**src/rtl/eth_phy_10g_pkg.sv**
```systemverilog
// Shared constants and types for the 10G PHY TX path.
// The gearbox takes 66-bit blocks and emits 64-bit SERDES words.
package eth_phy_10g_pkg;

  // One encoded block is a 64-bit payload plus a 2-bit sync header.
  localparam int BLOCK_WIDTH = 66;
  localparam int WORD_WIDTH  = 64;
  localparam int HDR_BITS    = 2;

  // Sync header values. hdr[0] is the first bit sent on the line.
  localparam logic [1:0] SYNC_DATA = 2'b10;
  localparam logic [1:0] SYNC_CTRL = 2'b01;

  // For every 32 blocks in, 33 words come out.
  localparam int GEARBOX_RATIO_IN  = 32;
  localparam int GEARBOX_RATIO_OUT = 33;

  // Smallest bit buffer that can hold the worst case: 62 leftover bits
  // plus one new block.
  localparam int GEARBOX_BUF_MIN = (WORD_WIDTH - HDR_BITS) + BLOCK_WIDTH;

  // Block in serial order. hdr sits in the low bits, so it is sent first
  // when the packed value goes out LSB first.
  typedef struct packed {
    logic [WORD_WIDTH-1:0] data;
    logic [HDR_BITS-1:0]   hdr;
  } block_t;

  // Builds the serial block value from its two fields.
  function automatic block_t make_block(input logic [WORD_WIDTH-1:0] data,
                                        input logic [HDR_BITS-1:0]   hdr);
    block_t b;
    b.data = data;
    b.hdr  = hdr;
    return b;
  endfunction

endpackage

```
**src/rtl/eth_phy_10g_tx_gearbox.sv**
```systemverilog
// 66b -> 64b TX gearbox. Incoming blocks are packed LSB first into a bit
// buffer at the current fill offset. A 64-bit word is taken from the bottom
// of the buffer whenever at least 64 bits are available. The input is
// stalled for one cycle in 33, when the buffer holds a full spare word.
module eth_phy_10g_tx_gearbox
  import eth_phy_10g_pkg::*;
#(
  parameter int DATA_WIDTH = 64,
  parameter int HDR_WIDTH  = 2,
  parameter int BUF_WIDTH  = 128
) (
  input  logic                  clk,
  input  logic                  rst_n,
  input  logic [DATA_WIDTH-1:0] in_data,
  input  logic [HDR_WIDTH-1:0]  in_hdr,
  input  logic                  in_valid,
  output logic                  in_ready,
  output logic [DATA_WIDTH-1:0] out_data,
  output logic                  out_valid,
  output logic                  tx_underflow,
  output logic [6:0]            fill_level
);

  // The fill count goes up to 64, so it needs 7 bits. Fill plus one block
  // can reach 128, so that sum needs 8 bits.
  localparam int CNT_W = 7;
  localparam int TOT_W = 8;

  localparam logic [CNT_W-1:0] WORD_CNT  = CNT_W'(WORD_WIDTH);
  localparam logic [TOT_W-1:0] WORD_TOT  = TOT_W'(WORD_WIDTH);
  localparam logic [TOT_W-1:0] BLOCK_TOT = TOT_W'(BLOCK_WIDTH);

  // State
  logic                  run_q;
  logic [CNT_W-1:0]      cnt_q, cnt_d;
  logic [BUF_WIDTH-1:0]  bits_q, bits_d;
  logic [DATA_WIDTH-1:0] out_data_q, out_data_d;
  logic                  out_valid_q, out_valid_d;
  logic                  underflow_q, underflow_d;

  // Combinational helpers
  block_t                block;
  logic                  accept;
  logic                  emit;
  logic [TOT_W-1:0]      total;
  logic [BUF_WIDTH-1:0]  bits_ins;

  // Accept a new block only while there is room for 66 more bits, that is
  // while fill <= 62. Fill is always even, so "< 64" is the same test.
  assign in_ready = run_q & (cnt_q < WORD_CNT);
  assign accept   = in_valid & in_ready;
  assign block    = make_block(in_data, in_hdr);

  // Insert the accepted block at the fill offset, then decide whether a
  // word goes out this cycle. Bits above the fill offset are always zero,
  // so OR-ing the block in is the same as writing it.
  always_comb begin
    bits_ins    = bits_q;
    total       = {1'b0, cnt_q};
    bits_d      = bits_q;
    cnt_d       = cnt_q;
    out_data_d  = out_data_q;
    out_valid_d = 1'b0;
    underflow_d = 1'b0;

    if (accept) begin
      bits_ins = bits_q | (BUF_WIDTH'(block) << cnt_q);
      total    = {1'b0, cnt_q} + BLOCK_TOT;
    end

    emit = (total >= WORD_TOT);

    if (emit) begin
      out_data_d  = bits_ins[DATA_WIDTH-1:0];
      out_valid_d = 1'b1;
      bits_d      = bits_ins >> DATA_WIDTH;
      cnt_d       = CNT_W'(total - WORD_TOT);
    end else begin
      // The output slot is starved. The buffered bits stay where they are,
      // so the line stream stays gap-free once blocks resume. Before the
      // first cycle of operation, no slot is owed, so no pulse is raised.
      underflow_d = run_q;
    end
  end

  // Register the run flag, the buffer, the fill count and the output.
  // An async reset discards any partially sent data.
  always_ff @(posedge clk or negedge rst_n) begin
    if (!rst_n) begin
      run_q       <= 1'b0;
      cnt_q       <= '0;
      bits_q      <= '0;
      out_data_q  <= '0;
      out_valid_q <= 1'b0;
      underflow_q <= 1'b0;
    end else begin
      run_q       <= 1'b1;
      cnt_q       <= cnt_d;
      bits_q      <= bits_d;
      out_data_q  <= out_data_d;
      out_valid_q <= out_valid_d;
      underflow_q <= underflow_d;
    end
  end

  assign out_data     = out_data_q;
  assign out_valid    = out_valid_q;
  assign tx_underflow = underflow_q;
  assign fill_level   = cnt_q;

endmodule

```
**config.mk**
```make
export PLATFORM = sky130hd
export DESIGN_NAME = eth_phy_10g_tx_gearbox
export DESIGN_NICKNAME = d
export VERILOG_FILES = /design/src/rtl/eth_phy_10g_pkg.sv /design/src/rtl/eth_phy_10g_tx_gearbox.sv
export SDC_FILE = /design/constraint.sdc
export NUM_CORES = 1
export LEC_CHECK = 0
export BUFFER_PORTS_ARGS = -buffer_cell sky130_fd_sc_hd__buf_2
export CAP_MARGIN = 20
export CELL_PAD_IN_SITES_DETAIL_PLACEMENT = 1
export CELL_PAD_IN_SITES_GLOBAL_PLACEMENT = 2
export CORE_MARGIN = 5
export CORE_UTILIZATION = 37
export DETAILED_ROUTE_END_ITERATION = 8
export MAX_ROUTING_LAYER = met4
export PLACE_DENSITY = 0.81
export SLEW_MARGIN = 10
export SYNTH_ARGS = -nofsm -noshare
export SYNTH_HDL_FRONTEND = slang
export SYNTH_SLANG_ARGS = --single-unit
```
**constraint.sdc**
```tcl
create_clock -name clk -period 3.1 [get_ports clk]
set_clock_uncertainty 0.1 [all_clocks]
set_input_delay 0.62 -clock clk [delete_from_list [all_inputs] [get_ports clk]]
set_output_delay 0.62 -clock clk [all_outputs]
set_load 0.02 [all_outputs]
```
==> impl_metrics.py, run 1 <==
metrics = {
    "sta": {
        "min_period_ns": 2.892,
        "tns_ns": 0,
        "slew_headroom_pct": 34.58,
        "tightest_slew_ns": 0.9802,
        "fin_ws_ns": 0.2084,
        "setup_violations": 0,
        "finalHoldViolations": 0,
        "rsz0062_at_grt": "false",
        "drv_slew": 0,
        "fin_crit_sh_pct": 93.28,
        "max_freq_ghz": 0.3458,
    },
    "floorplanning": {
        "initial_core_util_pct": 37.55,
        "io_pins": 143,
        "rows": 58,
        "fp.dieH_um": 169.9,
        "fp.coreArea_um2": 25180,
        "die_area_um2": 28860,
        "die_w_um": 169.9,
    },
    "setup_path": {
        "cp.required_ns": 3.32,
        "critPathKind": "reg -> reg",
        "rrSetupSlack_ns": 0.21,
        "worstPathMaxFanout": 29,
        "cp-end-kind": "flop",
        "slowest_stage": "dfrtp_4",
        "crit_family": "multiplexers",
        "worst_setup_path_start_kind": "flop",
        "cp_data_arrival_time_ns": 3.11,
        "slowest_delay_ns": 0.76,
        "crit_buf_inv": 2,
        "path_cells": "buf_12 -> mux4_2 -> mux2i_1 -> buf_4 -> o2bb2ai_1 -> a211o_1 -> a32o_1",
    },
    "clocking": {
        "clk_pin_slew_ns": 0.07,
        "clk_latency_ns": 0.44,
        "cts.sinks": 137,
        "cts-resized-gates": 0,
        "hold_buffers": 0,
        "clockBufferDepth": 2,
        "cts_tree": "yes",
        "root_buffer": "clkbuf_16",
        "ctsHtreeMaxLevel": 4,
        "post_cts_buffers": 0,
        "cts_buffers": 17,
    },
    "detailed_routing": {
        "drc": 0,
        "routed_wl_mm": 41.44,
        "drt_iter0_drc": 890,
        "vias_per_cell": 6.344,
        "ant_nets": 0,
        "via_count": 9103,
        "first_pass_iters": 5,
        "wl_per_cell_um": 28.88,
    },
    "global_routing": {
        "overflow": 0,
        "grt.total_usage_pct": 29.82,
        "grt_pass1_wl_mm": 62.37,
        "antenna_found_initial": 0,
        "grt_pass1_vias": 9253,
        "grt_max_degree": 67,
    },
    "flow_run": {
        "maxCapViolCount": 0,
    },
    "synthesis": {
        "syn_nets": 1019,
        "ys_ff_latch": 137,
        "netlist_instances": 949,
        "seq_area_frac_synth_pct": 36.25,
        "ys_warn_count": 0,
        "synth_edf_count": 0,
        "synth_area_um2": 9457,
        "postSynthAreaPerCell_um2": 9.965,
        "synth_cell_types": 63,
        "synth-async-reset-ratio_pct": 100.0,
        "synth-main-ff-cell": "dfrtp_1",
    },
    "placement": {
        "dp_hpwl_mm": 31.12,
        "place_congestion": 0.9965,
        "port_buffers": 141,
        "dpl_worst_slack_ns": 0.2401,
        "place_area_um2": 10790,
    },
    "pwr": {
        "leakage_nw": 5.000,
        "peakVddDrop_mv": 0.4938,
        "p_per_area_nw_per_um2": 1065,
    },
    "finish": {
        "antennaDiodeCount": 0,
        "final_area_um2": 11410,
        "drive_gt1_share_pct": 31.86,
        "syn2layout_area_growth_pct": 20.64,
        "nets": 1163,
    },
    "run_status": {
        "status": "finished clean",
    },
    "worst_hold_path": {
        "hp-class": "in -> async",
    },
}
[layer usage]
metal	vias up	wire length, um	GRT usage [%]
met5	-	0	-
li1	3874	-	-
met3	81	3473	5.436
met1	4638	18020	41.76
met2	510	18160	42.86
met4	0	1787	12.08
[final cells by class]
class | count | area (um2)
well taps | 330 | 412.9
inverters | 10 | 37.54
clock inverters | 11 | 171.4
multi-input cells | 721 | 5593
clock buffers | 20 | 446.7
fillers | 2838 | 13770
repair buffers | 206 | 1313
flip-flops and latches | 137 | 3435
[final timing paths]
kind                          startpoint            to  cells past startpoint
max in group asynchronous          rst_n    bits_q[35]                      2
max                        fill_level[1]     bits_q[8]                      7
max reg2reg                fill_level[1]     bits_q[8]                      7
min                                rst_n    bits_q[15]                      1
min in group clk            out_data[13]  out_data[13]                      2
min reg2reg                 out_data[13]  out_data[13]                      2
[report_power, final]
part | switching, mW | total (mW) | internal, mW | leakage (nW)
Combinational | 4.42 | 7.02 | 2.60 | 3.00
Clock | 0.879 | 2.25 | 1.37 | 0.296
Sequential | 0.488 | 2.89 | 2.40 | 1.70
Total | 5.79 | 12.2 | 6.36 | 5.00
[flip-flops by register name, summed over array words and instances (netlist names)]
register      count
bits_q           64
fill_level        6
out_data         64
out_valid         1
run_q             1
tx_underflow      1
[synth_stat cells (4+ instances only)]
cell      count  area (um2)
a211o_1       4       35.03
a21o_1        4       30.03
a21oi_1      58       290.3
a221oi_1      7       61.31
a22o_1        9       78.83
a22oi_1       7       52.55
a32o_1        5       50.05
and2_1        4       25.02
buf_1        17       63.81
buf_2        22       110.1
buf_6         7       78.83
clkbuf_1     31       116.4
dfrtp_1     137        3428
inv_1         7       26.28
mux2_2       37       416.7
mux2i_1      70       700.7
mux4_2       66        1486
nand2_1     114       427.9
nand2b_1      4       25.02
nand3_1      24       120.1
nand4_1       6       37.54
nor2_1      108       405.4
nor2b_1       9       56.30
nor3_1        7       35.03
o211ai_1     20       150.1
o21a_1        4       30.03
o21ai_0      19       95.09
o21ai_1      32       160.2
o221ai_1     21       183.9
o22ai_1      30       187.7
[cells in the final DEF, fill, tap and decap left out, types with 29 or more instances in the layout]
cell,instances
mux4_2,66
buf_4,56
o21ai_1,32
o22ai_1,29
a21oi_1,58
dfrtp_1,134
mux2_2,37
nand2_1,114
nor2_1,108
buf_2,140
mux2i_1,70
[cells by family (layout without fill, tap and decap cells)]
| group | Yosys count | in the layout | synth area share [%] |
|---|---|---|---|
| flops | 137 | 137 | 36.25 |
| other cells | 2 | 2 | 0.07942 |
| xor+xnor | 3 | 3 | 0.2779 |
| fa+ha+maj | 1 | 1 | 0.1323 |
| compound gates | 249 | 249 | 17.50 |
| mux | 176 | 176 | 27.89 |
| simple gates | 290 | 290 | 13.11 |
| buf+inv | 91 | 247 | 4.750 |
[metrics by stage]
stage / std cells / utilization, % / hold slack [ns] / power (mW)
2_1_floorplan: 949 / - / 0.2244 / 7.164
3_3_place_gp: 1404 / 42.85 / 0.3631 / 9.711
3_5_place_dp: 1404 / 42.85 / 0.3743 / 9.807
4_1_cts: 1435 / 45.30 / 0.003698 / 12.09
5_1_grt: 1435 / 45.30 / 0.02564 / 12.71
6_report: 1435 / 45.30 / 0.001921 / 12.15
[worst reg2reg max path, stage by stage (launching register included)]
cell and delay, ns:
dfrtp_4 0.76, buf_12 0.30, mux4_2 0.58, mux2i_1 0.28
buf_4 0.19, o2bb2ai_1 0.06, a211o_1 0.27, a32o_1 0.24
Power figures use the tool's default switching activity.
==> inputs of run 2 (changes only) <==
--- a/config.mk
+++ b/config.mk
@@ -12,6 +12,7 @@
 export CORE_MARGIN = 5
 export CORE_UTILIZATION = 37
 export DETAILED_ROUTE_END_ITERATION = 8
+export HOLD_SLACK_MARGIN = 0.08
 export MAX_ROUTING_LAYER = met4
 export PLACE_DENSITY = 0.81
 export SLEW_MARGIN = 10
==> run 2 against run 1 <==
  * Combinational power hardly changed
  * Routed wire length grew 0.23%
  * Worst hold slack better by 0.38 ns
  * Sequential share of layout area barely moved
  * Via count is 0.36% higher
  * Sequential power hardly changed
  * Die area unchanged
  * Critical endpoint unchanged
  * Global-route usage unchanged
  * Flip-flop and latch count did not move
  * Clock-buffer cell count is the same
  * Highest routed layer unchanged
==> impl_metrics.py, run 2 (synthesis gave the netlist of run 1 again) <==
metrics = {
    "clocking": {
        "cts.sinks": 137,
        "clockBufferDepth": 2,
        "clk_pin_slew_ns": 0.06,
        "cts_buffers": 17,
        "cts_tree": "yes",
        "root_buffer": "clkbuf_16",
        "ctsHtreeMaxLevel": 4,
        "clk_latency_ns": 0.44,
    },
    "sta": {
        "setup_violations": 0,
        "finalHoldViolations": 0,
        "rsz0062_at_grt": "false",
        "min_period_ns": 2.936,
        "drv_slew": 0,
        "max_freq_ghz": 0.3406,
        "tns_ns": 0,
        "fin_crit_sh_pct": 94.70,
        "tightest_slew_ns": 0.9517,
        "slew_headroom_pct": 36.49,
    },
    "placement": {
        "dp_hpwl_mm": 31.12,
        "place_congestion": 0.9965,
        "placed_cells": 1404,
        "port_buffers": 141,
    },
    "detailed_routing": {
        "routed_wl_mm": 41.54,
        "via_count": 9136,
        "first_pass_iters": 7,
        "drc": 0,
        "ant_nets": 0,
        "drt_iter0_drc": 822,
        "vias_per_cell": 6.362,
        "wl_per_cell_um": 28.93,
    },
    "floorplanning": {
        "initial_core_util_pct": 37.55,
        "die_area_um2": 28860,
        "die_w_um": 169.9,
        "fp.coreArea_um2": 25180,
        "io_pins": 143,
        "rows": 58,
        "fp.dieH_um": 169.9,
    },
    "setup_path": {
        "cp-end-kind": "flop",
        "cp_data_arrival_time_ns": 3.16,
        "critPathKind": "reg -> reg",
        "cp.required_ns": 3.32,
        "worst_setup_path_start_kind": "flop",
        "worstPathMaxFanout": 29,
    },
    "finish": {
        "drive_gt1_share_pct": 31.83,
        "fin_cells": 1436,
        "final_cell_mix": "140 x buf_2, 134 x dfrtp_1, 114 x nand2_1",
        "syn2layout_area_growth_pct": 20.75,
        "utilization_pct": 45.34,
        "layout_commonest_cell": "buf_2",
        "antennaDiodeCount": 0,
        "nets": 1164,
    },
    "global_routing": {
        "grt.total_usage_pct": 29.82,
        "overflow": 0,
        "grt_pass1_wl_mm": 62.37,
        "grt_max_degree": 67,
        "grt_pass1_vias": 9253,
        "antenna_found_initial": 0,
    },
    "pwr": {
        "leakage_nw": 5.004,
        "p_per_area_nw_per_um2": 1065,
        "peakVddDrop_mv": 0.4930,
    },
    "run_status": {
        "status": "finished clean",
    },
    "worst_hold_path": {
        "hp-class": "reg -> reg",
    },
    "flow_run": {
        "maxCapViolCount": 0,
    },
}
==> run 2: critical path, stage by stage, from the launching register on <==
cell       delay, ns
dfrtp_4         0.77
buf_12          0.27
mux4_2          0.57
mux2i_1         0.31
buf_4           0.20
o2bb2ai_1       0.06
a211o_1         0.27
a32o_1          0.24
==> run 2: worst paths after layout <==
kind                                     from           end  slack, ns  cells after the start
max in group asynchronous               rst_n     bits_q[2]       1.61                      3
worst min-delay path             out_data[13]  out_data[13]       0.39                      2
min in group asynchronous               rst_n    bits_q[15]       0.58                      2
worst max-delay path            fill_level[1]     bits_q[8]       0.16                      7
worst max register to register  fill_level[1]     bits_q[8]       0.16                      7
worst min register to register   out_data[13]  out_data[13]       0.39                      2
==> run 2: final cells by class <==
class	count	area [um2]
Clock inverter	11	171.4
Fill cell	2837	13760
Multi-Input combinational cell	721	5593
Sequential cell	137	3435
Clock buffer	20	446.7
Inverter	10	37.54
Timing Repair Buffer	207	1323
Tap cell	330	412.9
==> run 2: power by group <==
group	switching [mW]	internal (mW)	total (mW)
Clock	0.883	1.37	2.25
Sequential	0.489	2.40	2.89
Combinational	4.43	2.60	7.02
==> run 2: metrics by stage <==
| step | total power [mW] | hold WS [ns] | worst slack, ns | area (um2) |
|---|---|---|---|---|
| finish | 12.16 | 0.3857 | 0.1643 | 11420 |
| global route | 12.71 | 0.4165 | 0.08526 | 11420 |
| CTS | 12.09 | 0.3876 | 0.2168 | 11420 |
| detailed placement | 9.807 | 0.3743 | 0.2401 | 10790 |
| global placement | 9.711 | 0.3631 | 0.2770 | 10790 |
| floorplan | 7.164 | 0.2244 | 0.6278 | 9457 |
==> run 2: what timing repair did <==
| action | CTS | global route |
|---|---|---|
| buffers inserted | 0 | 0 |
| resized for setup | 0 | 0 |
| hold buffers | 1 | 0 |
| endpoints found under the hold margin | 37 | 0 |
| setup endpoints to repair | 0 | 0 |
==> run 2: layer usage <==
layer / wire length [um] / part of all wire, % / GRT usage (%)
met5: 0 / 0 / -
met2: 18110 / 44 / 42.86
met4: 1910 / 4.6 / 12.08
met3: 3449 / 8.3 / 5.412
met1: 18070 / 44 / 41.78
==> inputs of run 3 (changes only) <==
--- a/config.mk
+++ b/config.mk
@@ -9,6 +9,7 @@
 export CAP_MARGIN = 20
 export CELL_PAD_IN_SITES_DETAIL_PLACEMENT = 1
 export CELL_PAD_IN_SITES_GLOBAL_PLACEMENT = 2
+export CORE_ASPECT_RATIO = 2
 export CORE_MARGIN = 5
 export CORE_UTILIZATION = 37
 export DETAILED_ROUTE_END_ITERATION = 8
==> run 3 against run 2 <==
  * Sequential share of layout area decreased by 0.32 points
  * Final area is 1.1% higher
  * Clock-buffer cell count grew 3
  * Register-to-register slack got worse by 0.06 ns
==> impl_metrics.py, run 3 (synthesis gave the netlist of run 1 again) <==
metrics = {
    "sta": {
        "drv_slew": 0,
        "fin_ws_ns": 0.1082,
        "tightest_slew_ns": 1.105,
        "tns_ns": 0,
        "finalHoldViolations": 0,
        "max_freq_ghz": 0.3343,
        "setup_violations": 0,
        "slew_headroom_pct": 26.22,
        "rsz0062_at_grt": "false",
        "min_period_ns": 2.992,
        "fin_crit_sh_pct": 96.51,
    },
    "placement": {
        "dpl_worst_slack_ns": 0.02894,
        "dp_hpwl_mm": 31.14,
        "port_buffers": 141,
        "place_congestion": 0.9366,
    },
    "flow_run": {
        "maxCapViolCount": 0,
    },
    "clocking": {
        "clk_latency_ns": 0.43,
        "clockBufferDepth": 2,
        "cts.sinks": 137,
        "cts_tree": "yes",
        "clk_pin_slew_ns": 0.06,
        "cts_buffers": 17,
        "root_buffer": "clkbuf_16",
        "ctsHtreeMaxLevel": 4,
    },
    "pwr": {
        "peakVddDrop_mv": 0.4762,
        "p_per_area_nw_per_um2": 1069,
        "leakage_nw": 5.080,
        "power_mw": 12.35,
    },
    "global_routing": {
        "grt_pass1_vias": 9559,
        "grt_max_degree": 69,
        "grt_pass1_wl_mm": 61.48,
        "antenna_found_initial": 0,
        "grt.total_usage_pct": 29.31,
        "overflow": 0,
    },
    "detailed_routing": {
        "via_count": 8996,
        "vias_per_cell": 6.187,
        "routed_wl_mm": 40.70,
        "first_pass_iters": 5,
        "drc": 0,
        "wl_per_cell_um": 27.99,
        "ant_nets": 0,
        "drt_iter0_drc": 702,
    },
    "setup_path": {
        "path_cells": "buf_4 -> mux4_2 -> mux2_2 -> mux2i_1 -> buf_4 -> o22ai_1 -> a21o_1",
        "rrSetupSlack_ns": 0.11,
        "slowest_stage": "dfrtp_4",
        "crit_family": "multiplexers",
        "r2r_cells": 7,
        "worstPathMaxFanout": 15,
        "critPathKind": "reg -> reg",
        "regToRegEndpoint": "bits_q[0]",
        "slowest_delay_ns": 0.63,
        "cp.required_ns": 3.33,
        "crit_top_cell": "buf_4",
        "worst_setup_path_start_kind": "flop",
        "cp_data_arrival_time_ns": 3.22,
        "crit_buf_inv": 2,
        "cp-end-kind": "flop",
        "r2r-start": "fill_level[1]",
    },
    "finish": {
        "multi_input_area_um2": 5593,
        "layout_commonest_cell": "buf_2",
        "antennaDiodeCount": 0,
        "n_fill_cell": 2863,
        "seqCellArea_um2": 3437,
        "nets": 1175,
        "final_cell_mix": "140 x buf_2, 134 x dfrtp_1, 114 x nand2_1",
        "drive_gt1_share_pct": 32.56,
        "syn2layout_area_growth_pct": 22.12,
    },
    "worst_hold_path": {
        "hp-class": "reg -> reg",
        "min_from": "bits_q[0]",
        "whs_endpoint": "bits_q[0]",
        "hold_path_depth": 1,
    },
    "floorplanning": {
        "rows": 82,
        "fp.dieH_um": 236.1,
        "die_w_um": 123.0,
        "initial_core_util_pct": 37.62,
        "die_area_um2": 29050,
        "fp.coreArea_um2": 25140,
        "io_pins": 143,
    },
    "run_status": {
        "status": "finished clean",
    },
}
==> run 3: layout make-up <==
| class | count | share of cell area (%) |
|---|---|---|
| tap | 336 | 3.640 |
| multi-input combinational | 721 | 48.43 |
| inverter | 10 | 0.3250 |
| sequential | 137 | 29.76 |
| timing repair buffer | 218 | 12.23 |
| clock buffer | 23 | 4.225 |
| clock inverter | 9 | 1.387 |
==> run 3: metal layers <==
layer	vias up	track usage [%]	part of all wire (%)
met5	-	-	0
met4	0	16.67	6.6
met3	96	3.380	4.3
met2	366	47.68	51
met1	4634	34.74	38
li1	3900	-	-
==> run 3: stage by stage <==
step	utilization [%]	cell area [um2]	hold WS [ns]	cells
after floorplan	-	9457	0.2244	949
after global placement	43.22	10860	0.3595	1420
after detailed placement	43.22	10860	0.3707	1420
after CTS	45.83	11520	0.3804	1453
after global routing	45.94	11550	0.4038	1454
final	45.94	11550	0.3845	1454
==> run 3: timing repair <==
action                                 in CTS  in global routing
buffers inserted                            0                  1
hold buffers                                1                  0
setup endpoints to repair                   0                  1
gates resized for setup                     0                  0
endpoints found under the hold margin      50                  0
==> run 3: where the power goes <==
| part | internal, mW | switching [mW] |
|---|---|---|
| registers | 2.41 | 0.481 |
| clock network | 1.44 | 0.835 |
| logic | 2.71 | 4.47 |
| total | 6.56 | 5.79 |
==> run 3: worst max-delay path by stage <==
stage / cells past startpoint / slack (ns) / from / end
2_1_floorplan: 7 / 0.63 / fill_level[1] / out_data[57]
3_3_place_gp: 7 / 0.05 / fill_level[1] / bits_q[0]
3_5_place_dp: 7 / 0.03 / fill_level[1] / bits_q[0]
4_1_cts: 7 / 0.01 / fill_level[1] / bits_q[0]
5_1_grt: 7 / 0.11 / fill_level[1] / bits_q[0]
6_report: 7 / 0.11 / fill_level[1] / bits_q[0]
